### config.mk
export PLATFORM = sky130hd
export DESIGN_NAME = serial_twos_comp_unit
export DESIGN_NICKNAME = d
export VERILOG_FILES = /design/src/rtl/tc_pkg.sv /design/src/rtl/tc_bit_cell.sv /design/src/rtl/serial_twos_comp_unit.sv
export SDC_FILE = /design/constraint.sdc
export NUM_CORES = 1
export LEC_CHECK = 0
export CELL_PAD_IN_SITES_DETAIL_PLACEMENT = 0
export CELL_PAD_IN_SITES_GLOBAL_PLACEMENT = 1
export CORE_ASPECT_RATIO = 1.75
export CORE_UTILIZATION = 37
export CTS_CLUSTER_SIZE = 16
export DETAILED_ROUTE_END_ITERATION = 8
export PLACE_DENSITY = 0.85
export SYNTH_ARGS = -nofsm -noshare
export SYNTH_HDL_FRONTEND = slang
export SYNTH_HIERARCHICAL = 1
export SYNTH_SLANG_ARGS = --single-unit
### constraint.sdc
create_clock -name clk -period 1.7 [get_ports clk]
set_input_delay 0.34 -clock clk [delete_from_list [all_inputs] [get_ports clk]]
set_output_delay 0.34 -clock clk [all_outputs]
set_load 0.01 [all_outputs]
### src/rtl/tc_pkg.sv
// rtl/tc_pkg.sv - shared types and helpers for the serial twos-complement unit
package tc_pkg;

  typedef enum logic [1:0] {
    TC_PASS = 2'b00,
    TC_ONES = 2'b01,
    TC_NEG  = 2'b10,
    TC_ABS  = 2'b11
  } tc_mode_e;

  typedef enum logic [1:0] {
    ST_IDLE  = 2'b00,
    ST_SHIFT = 2'b01,
    ST_DONE  = 2'b10
  } tc_state_e;

  function automatic int tc_clog2(input int n);
    int w;
    w = 0;
    while ((1 << w) < n) w++;
    return (w < 1) ? 1 : w;
  endfunction

endpackage

### src/rtl/tc_bit_cell.sv
// rtl/tc_bit_cell.sv - one-bit conversion rule: copy through the first 1, then invert
module tc_bit_cell
  import tc_pkg::*;
(
  input  logic     b,
  input  logic     seen_one,
  input  tc_mode_e mode,
  output logic     r,
  output logic     seen_one_next
);

  always_comb begin
    r             = b;
    seen_one_next = seen_one;
    case (mode)
      TC_ONES: r = ~b;
      TC_NEG: begin
        r             = seen_one ? ~b : b;
        seen_one_next = seen_one | b;
      end
      default: ;
    endcase
  end

endmodule

### src/rtl/serial_twos_comp_unit.sv
// rtl/serial_twos_comp_unit.sv - bit-serial pass/ones/negate/abs converter with valid/ready handshakes
module serial_twos_comp_unit
  import tc_pkg::*;
#(
  parameter int WIDTH = 8
) (
  input  logic             clk,
  input  logic             reset,
  input  logic             in_valid,
  output logic             in_ready,
  input  logic [WIDTH-1:0] in_data,
  input  logic [1:0]       in_mode,
  output logic             out_valid,
  input  logic             out_ready,
  output logic [WIDTH-1:0] out_data,
  output logic             out_ovf
);

  localparam int CW = tc_clog2(WIDTH + 1);

  if (WIDTH < 2 || WIDTH > 64) begin : g_bad_width
    $error("serial_twos_comp_unit: WIDTH must be in 2..64");
  end

  tc_state_e        state_q, state_d;
  tc_mode_e         mode_q;
  tc_mode_e         eff_mode;
  logic [WIDTH-1:0] sreg_q;
  logic [WIDTH-1:0] res_q;
  logic [CW-1:0]    cnt_q;
  logic             seen_one_q;
  logic             ovf_q;
  logic             bit_r;
  logic             seen_one_next;
  logic             last_bit;

  // Abs collapses to negate or pass once, so the shifter only knows three rules.
  always_comb begin
    eff_mode = tc_mode_e'(in_mode);
    if (tc_mode_e'(in_mode) == TC_ABS)
      eff_mode = in_data[WIDTH-1] ? TC_NEG : TC_PASS;
  end

  assign last_bit = (cnt_q == CW'(WIDTH - 1));

  tc_bit_cell u_cell (
    .b             (sreg_q[0]),
    .seen_one      (seen_one_q),
    .mode          (mode_q),
    .r             (bit_r),
    .seen_one_next (seen_one_next)
  );

  always_ff @(posedge clk) begin
    if (reset) state_q <= ST_IDLE;
    else       state_q <= state_d;
  end

  always_comb begin
    state_d   = state_q;
    in_ready  = 1'b0;
    out_valid = 1'b0;
    case (state_q)
      ST_IDLE: begin
        in_ready = 1'b1;
        if (in_valid) state_d = ST_SHIFT;
      end
      ST_SHIFT: begin
        if (last_bit) state_d = ST_DONE;
      end
      ST_DONE: begin
        out_valid = 1'b1;
        if (out_ready) state_d = ST_IDLE;
      end
      default: state_d = ST_IDLE;
    endcase
  end

  always_ff @(posedge clk) begin
    if (reset) begin
      sreg_q     <= '0;
      res_q      <= '0;
      cnt_q      <= '0;
      seen_one_q <= 1'b0;
      ovf_q      <= 1'b0;
      mode_q     <= TC_PASS;
    end else begin
      case (state_q)
        ST_IDLE: begin
          if (in_valid) begin
            sreg_q     <= in_data;
            res_q      <= '0;
            mode_q     <= eff_mode;
            cnt_q      <= '0;
            seen_one_q <= 1'b0;
            ovf_q      <= 1'b0;
          end
        end
        ST_SHIFT: begin
          sreg_q     <= sreg_q >> 1;
          res_q      <= {bit_r, res_q[WIDTH-1:1]};
          cnt_q      <= cnt_q + 1'b1;
          seen_one_q <= seen_one_next;
          // A 1 reaching the MSB with no earlier 1 means the operand was 100..0.
          if (last_bit)
            ovf_q <= (mode_q == TC_NEG) && sreg_q[0] && !seen_one_q;
        end
        default: ;
      endcase
    end
  end

  assign out_data = res_q;
  assign out_ovf  = ovf_q;

endmodule

==> impl_metrics.py, run 1 <==
metrics = {
    "status": {
        "status": "complete, no violations",
    },
    "yosys": {
        "synth.avg_cell_area_um2": 8.79,
        "syn_nets": 155,
        "netlist_area_um2": 1200,
        "synth_cell_type_count": 31,
        "yosysSeqAreaShare": 0.432,
        "yosysWarningCount": 6,
        "ys_ff_latch": 26,
        "synthCells": 137,
    },
    "grt": {
        "grt_pass1_vias": 989,
        "grt_usage": 0.158,
        "grt_overflow": 0,
        "grt_pass1_wl_mm": 4.24,
        "grt_max_degree": 27,
        "antenna_found_initial": 0,
    },
    "sta": {
        "setup_tns_ns": 0,
        "fin_worst_skew_ns": 0.00315,
        "worst_pin_slew_ns": 0.451,
        "maxSlewViolCount": 0,
        "hold_viol": 0,
        "period_share": 0.943,
        "max_freq_mhz": 624,
        "slew_headroom": 0.699,
        "min_period_ns": 1.60,
        "rsz0062_at_grt": "false",
        "setup_viol": 0,
    },
    "critical_path": {
        "crit_path_max_fanout": 8,
        "endpoint_kind": "primary output",
        "cp.arrival_ns": 1.26,
        "critPathMaxStageDelay_ns": 0.54,
        "crit_chain": "nor2_1, clkdlybuf4s50_1",
        "worst_path_max_delay_cell": "clkdlybuf4s50_1",
        "crit_path_start_kind": "flip-flop",
        "critPathKind": "reg -> out",
        "crit_required_ns": 1.36,
    },
    "clocking": {
        "clkLatencyLatePin_ns": 0.26,
        "cts-buffers-inserted": 3,
        "cts_root_buf": "clkbuf_8",
        "cts_tree": "built",
        "path_clk_slew_ns": 0.09,
        "clk_path_buf_depth": 2,
        "htreeDepth": 1,
        "clock_sinks": 26,
        "ctsHoldBuffers": 0,
    },
    "placed_design": {
        "port_buffers": 24,
        "place_area_um2": 1480,
        "place_congestion": 0.766,
        "numPlacedInstances": 199,
        "hpwlAfterDp_mm": 1.86,
    },
    "power": {
        "comb_power_share": 0.154,
        "clockPowerShare": 0.314,
        "p_int_w": 0.000937,
        "power.density_nw_per_um2": 802,
        "swShare": 0.242,
        "p_switching_w": 0.000299,
        "seqPwrFrac": 0.532,
        "vdd_ir_drop_max_mv": 0.512,
        "power_w": 0.00124,
        "leakage_nw": 0.583,
    },
    "detailed_routing": {
        "drt-wirelength-per-cell_um": 12.4,
        "drt-pass1-iter-count": 4,
        "ant_nets": 0,
        "drc": 0,
        "via_count": 1027,
        "wirelength_mm": 2.52,
        "drt_iter0_drc": 31,
        "vias_per_cell": 5.06,
    },
    "floorplanning": {
        "rows": 27,
        "start_util": 0.388,
        "die_area_um2": 3500,
        "coreArea_um2": 3110,
        "dieHeight_um": 77.5,
        "fp.dieW_um": 45.1,
        "pin_count": 25,
    },
    "min_path": {
        "hp-class": "reg -> reg",
    },
    "finish": {
        "final_common_cell": "dfxtp_1",
        "nNetsFinal": 179,
        "instances_no_fill": 203,
        "finish.instance_area_um2": 1540,
        "final_util": 0.496,
        "diodes": 0,
        "drive_gt1_frac": 0.131,
        "nFillCells": 316,
        "final_cell_mix": "dfxtp_1, clkdlybuf4s50_1, nor2_1, a22oi_1, nand2_1",
        "synthToLayoutAreaGrowth_pct": 27.8,
    },
    "flow_run": {
        "drv_cap": 0,
    },
}
[worst max-delay path: cells and delay by family, from the launching register on]
| kind | cells | cell delay, ns |
|---|---|---|
| buf+inv | 1 | 0.54 |
| flops | 1 | 0.36 |
| simple gates | 1 | 0.11 |
[area by class of cell]
type                    instances  area [µm²]  area share
clock buffers                   4        55.1      0.0357
inverters                       6        22.5      0.0146
multi-input cells              95         597       0.387
flip-flops and latches         26         523       0.340
well taps                      43        53.8      0.0349
repair buffers                 29         289       0.188
[synth_stat cells, drive strengths merged]
master,n,share of area
nor2b,2,0.010
o21bai,1,0.0062
nor3,1,0.0041
dfxtp,26,0.43
or3,1,0.0052
nor2,22,0.069
ha,4,0.042
mux2i,1,0.0083
nand2,12,0.037
inv,6,0.019
buf,7,0.045
nand2b,3,0.016
clkbuf,3,0.0093
nand3b,2,0.012
a211oi,8,0.066
o21ba,1,0.0083
and3b,1,0.0073
nor3b,1,0.0062
nand3,5,0.021
a31oi,3,0.016
and2b,1,0.0073
or3b,1,0.0073
o211a,1,0.0083
a21oi,11,0.055
a22oi,12,0.075
nor4bb,1,0.0083
[state kept, by name, indices dropped and copies added (netlist names)]
signal	cells
mode_q	2
state_q	2
out_ovf	1
sreg_q	8
out_data	8
seen_one_q	1
cnt_q	4
[per-stage QoR]
stage / setup WS (ns) / hold slack (ns)
final: 0.0970 / 0.510
after floorplan: 0.534 / 0.456
after global routing: 0.0337 / 0.548
after global placement: 0.0384 / 0.481
after detailed placement: 0.0254 / 0.498
after CTS: 0.0851 / 0.509
[repair_timing]
action,4_1_cts,5_1_grt
setup endpoints to repair,1,0
gates resized for setup,3,0
buffers inserted,0,0
[final timing paths]
kind         cells after the start  slack, ns        from     endpoint
max reg2reg                      6       0.38   mode_q[0]  out_data[7]
min                              2       0.51   sreg_q[1]    sreg_q[1]
max                              2        0.1  state_q[1]     in_ready
min reg2reg                      2       0.51   sreg_q[1]    sreg_q[1]
[metal layers]
metal	routed length, µm	global-route usage
met4	22	0.0485
met3	91	0.0209
met5	0	0
met1	1100	0.187
met2	1310	0.278
[cell families after synthesis]
group	count (synthesis)	share of synthesized area
buffers and inverters	16	0.0727
AND/OR/NAND/NOR	53	0.211
multiplexers	1	0.00831
flip-flops	26	0.432
AO/OA/AOI/OAI	37	0.235
adder cells (fa/ha/maj)	4	0.0415
[power by group through the flow]
stage          clock (W)  combinational [W]  sequential (W)
2_1_floorplan          0           0.000130        0.000666
3_3_place_gp           0           0.000185        0.000671
3_5_place_dp           0           0.000192        0.000672
4_1_cts         0.000402           0.000193        0.000658
5_1_grt         0.000430           0.000211        0.000662
6_report        0.000388           0.000190        0.000658
Note: power is estimated with default switching activity, not from simulation.
==> inputs of run 2 (changes only) <==
--- a/config.mk
+++ b/config.mk
@@ -11,6 +11,7 @@
 export CORE_UTILIZATION = 37
 export CTS_CLUSTER_SIZE = 16
 export DETAILED_ROUTE_END_ITERATION = 8
+export MAX_ROUTING_LAYER = met4
 export PLACE_DENSITY = 0.85
 export SYNTH_ARGS = -nofsm -noshare
 export SYNTH_HDL_FRONTEND = slang
==> results of run 2 <==
The final DEF is identical to that of run 1; final timing and power are the same.
Among the figures that moved: final weighted congestion in routability-driven placement 0.766 -> 0.776; overall routing resource usage 0.158 -> 0.162
==> inputs of run 3 (changes only) <==
--- a/config.mk
+++ b/config.mk
@@ -13,6 +13,8 @@
 export DETAILED_ROUTE_END_ITERATION = 8
 export MAX_ROUTING_LAYER = met4
 export PLACE_DENSITY = 0.85
+export SKIP_CTS_REPAIR_TIMING = 1
+export SLEW_MARGIN = 20
 export SYNTH_ARGS = -nofsm -noshare
 export SYNTH_HDL_FRONTEND = slang
 export SYNTH_HIERARCHICAL = 1
==> run 3 against run 2 <==
  * Maximum frequency barely moved
  * Utilization rose by 0.12 points
  * Wire length rose by 0.48%
  * Critical path type unchanged
==> impl_metrics.py, run 3 (synthesized netlist as in run 1, its figures left out) <==
metrics = {
    "finish": {
        "final_cell_mix": "dfxtp_1, clkdlybuf4s50_1, nor2_1, a22oi_1, nand2_1",
        "final_common_cell": "dfxtp_1",
        "nFillCells": 317,
        "drive_gt1_frac": 0.131,
        "synthToLayoutAreaGrowth_pct": 28.1,
        "instances_no_fill": 203,
        "diodes": 0,
        "nNetsFinal": 179,
    },
    "sta": {
        "min_period_ns": 1.60,
        "maxSlewViolCount": 0,
        "fin_worst_skew_ns": 0.00303,
        "worst_pin_slew_ns": 0.454,
        "period_share": 0.943,
        "slew_headroom": 0.697,
        "rsz0062_at_grt": "false",
        "hold_viol": 0,
        "max_freq_mhz": 624,
        "setup_viol": 0,
        "timing.hold.ws_ns": 0.509,
    },
    "critical_path": {
        "crit_path_max_fanout": 8,
        "crit_path_start_kind": "flip-flop",
        "cp.arrival_ns": 1.26,
        "rr_endpoint": "out_data[7]",
        "critPathKind": "reg -> out",
        "worst_path_max_delay_cell": "clkdlybuf4s50_1",
        "crit_chain": "nor2_1, clkdlybuf4s50_1",
        "cp-startpoint": "state_q[1]",
        "reg2reg_slack_ns": 0.38,
        "endpoint_kind": "primary output",
        "worst-r2r-cell-count": 6,
        "crit_required_ns": 1.36,
        "timing.rr.start": "mode_q[0]",
        "critPathMaxStageDelay_ns": 0.54,
    },
    "detailed_routing": {
        "vias_per_cell": 5.10,
        "via_count": 1036,
        "drt-pass1-iter-count": 5,
        "drc": 0,
        "ant_nets": 0,
        "wirelength_mm": 2.53,
        "drt-wirelength-per-cell_um": 12.5,
        "drt_iter0_drc": 24,
    },
    "floorplanning": {
        "coreArea_um2": 3110,
        "pin_count": 25,
        "start_util": 0.388,
        "dieHeight_um": 77.5,
        "rows": 27,
        "fp.dieW_um": 45.1,
        "die_area_um2": 3500,
    },
    "clocking": {
        "cts_tree": "built",
        "htreeDepth": 1,
        "clock_sinks": 26,
        "cts-buffers-inserted": 3,
        "clkLatencyLatePin_ns": 0.26,
        "clk_path_buf_depth": 2,
        "path_clk_slew_ns": 0.09,
        "cts_root_buf": "clkbuf_8",
    },
    "grt": {
        "grt_pass1_vias": 989,
        "grt_max_degree": 27,
        "grt_overflow": 0,
        "antenna_found_initial": 0,
        "grt_pass1_wl_mm": 4.24,
        "grt_usage": 0.162,
    },
    "min_path": {
        "hold_start": "out_ovf",
        "hp-class": "reg -> reg",
        "holdPathStages": 2,
        "min_to": "out_ovf",
    },
    "power": {
        "vdd_ir_drop_max_mv": 0.513,
        "power.density_nw_per_um2": 801,
        "leakage_nw": 0.597,
        "power_w": 0.00124,
    },
    "placed_design": {
        "place_congestion": 0.776,
        "numPlacedInstances": 199,
        "port_buffers": 24,
        "hpwlAfterDp_mm": 1.86,
    },
    "flow_run": {
        "drv_cap": 0,
    },
    "status": {
        "status": "complete, no violations",
    },
}
-- run 3: cell types whose count changed in the layout (fill, tap and decap cells not counted), sizes merged --
cell          delta
dlymetal6s2s     +1
dlygate4sd2      -1
-- run 3: final cells by class --
cell class                      instances  area [µm²]  area share
Multi-Input combinational cell         95         597       0.387
Sequential cell                        26         523       0.339
Timing Repair Buffer                   29         293       0.190
Clock buffer                            4        55.1      0.0357
Tap cell                               43        53.8      0.0348
Inverter                                6        22.5      0.0146
-- run 3: where the power goes --
| group | switching (W) | leakage, nW | internal (W) |
|---|---|---|---|
| Sequential | 0.0000225 | 0.213 | 0.000635 |
| Clock | 0.000181 | 0.0288 | 0.000207 |
| Combinational | 0.0000954 | 0.355 | 0.0000949 |
| Total | 0.000299 | 0.597 | 0.000937 |
-- run 3: routing by layer --
layer,vias up,routed length [µm],global-route usage
met5,-,0,-
met4,0,22,0.0485
met3,2,112,0.0209
met2,28,1350,0.278
met1,484,1050,0.187
li1,522,-,-
-- run 3: critical path: cells and delay by family, from the launching register on --
kind | cells | cell delay [ns]
buffers and inverters | 1 | 0.54
DFF | 1 | 0.36
and+or+nand+nor | 1 | 0.11
-- run 3: metrics by stage --
step,setup WS [ns],cell area (µm²),utilization,TNS (ns)
2_1_floorplan,0.534,1200,-,0
3_3_place_gp,0.0384,1480,0.477,0
3_5_place_dp,0.0254,1480,0.477,0
4_1_cts,-0.0976,1540,0.495,-0.0976
5_1_grt,0.0337,1540,0.497,0
6_report,0.0971,1540,0.497,0
-- run 3: worst max-delay path by stage --
stage | end | slack [ns] | cells past startpoint
2_1_floorplan | out_data[7] | 0.53 | 6
3_3_place_gp | mode_q[1] | 0.04 | 4
3_5_place_dp | mode_q[0] | 0.03 | 4
4_1_cts | out_valid | -0.1 | 2
5_1_grt | in_ready | 0.03 | 2
6_report | in_ready | 0.1 | 2
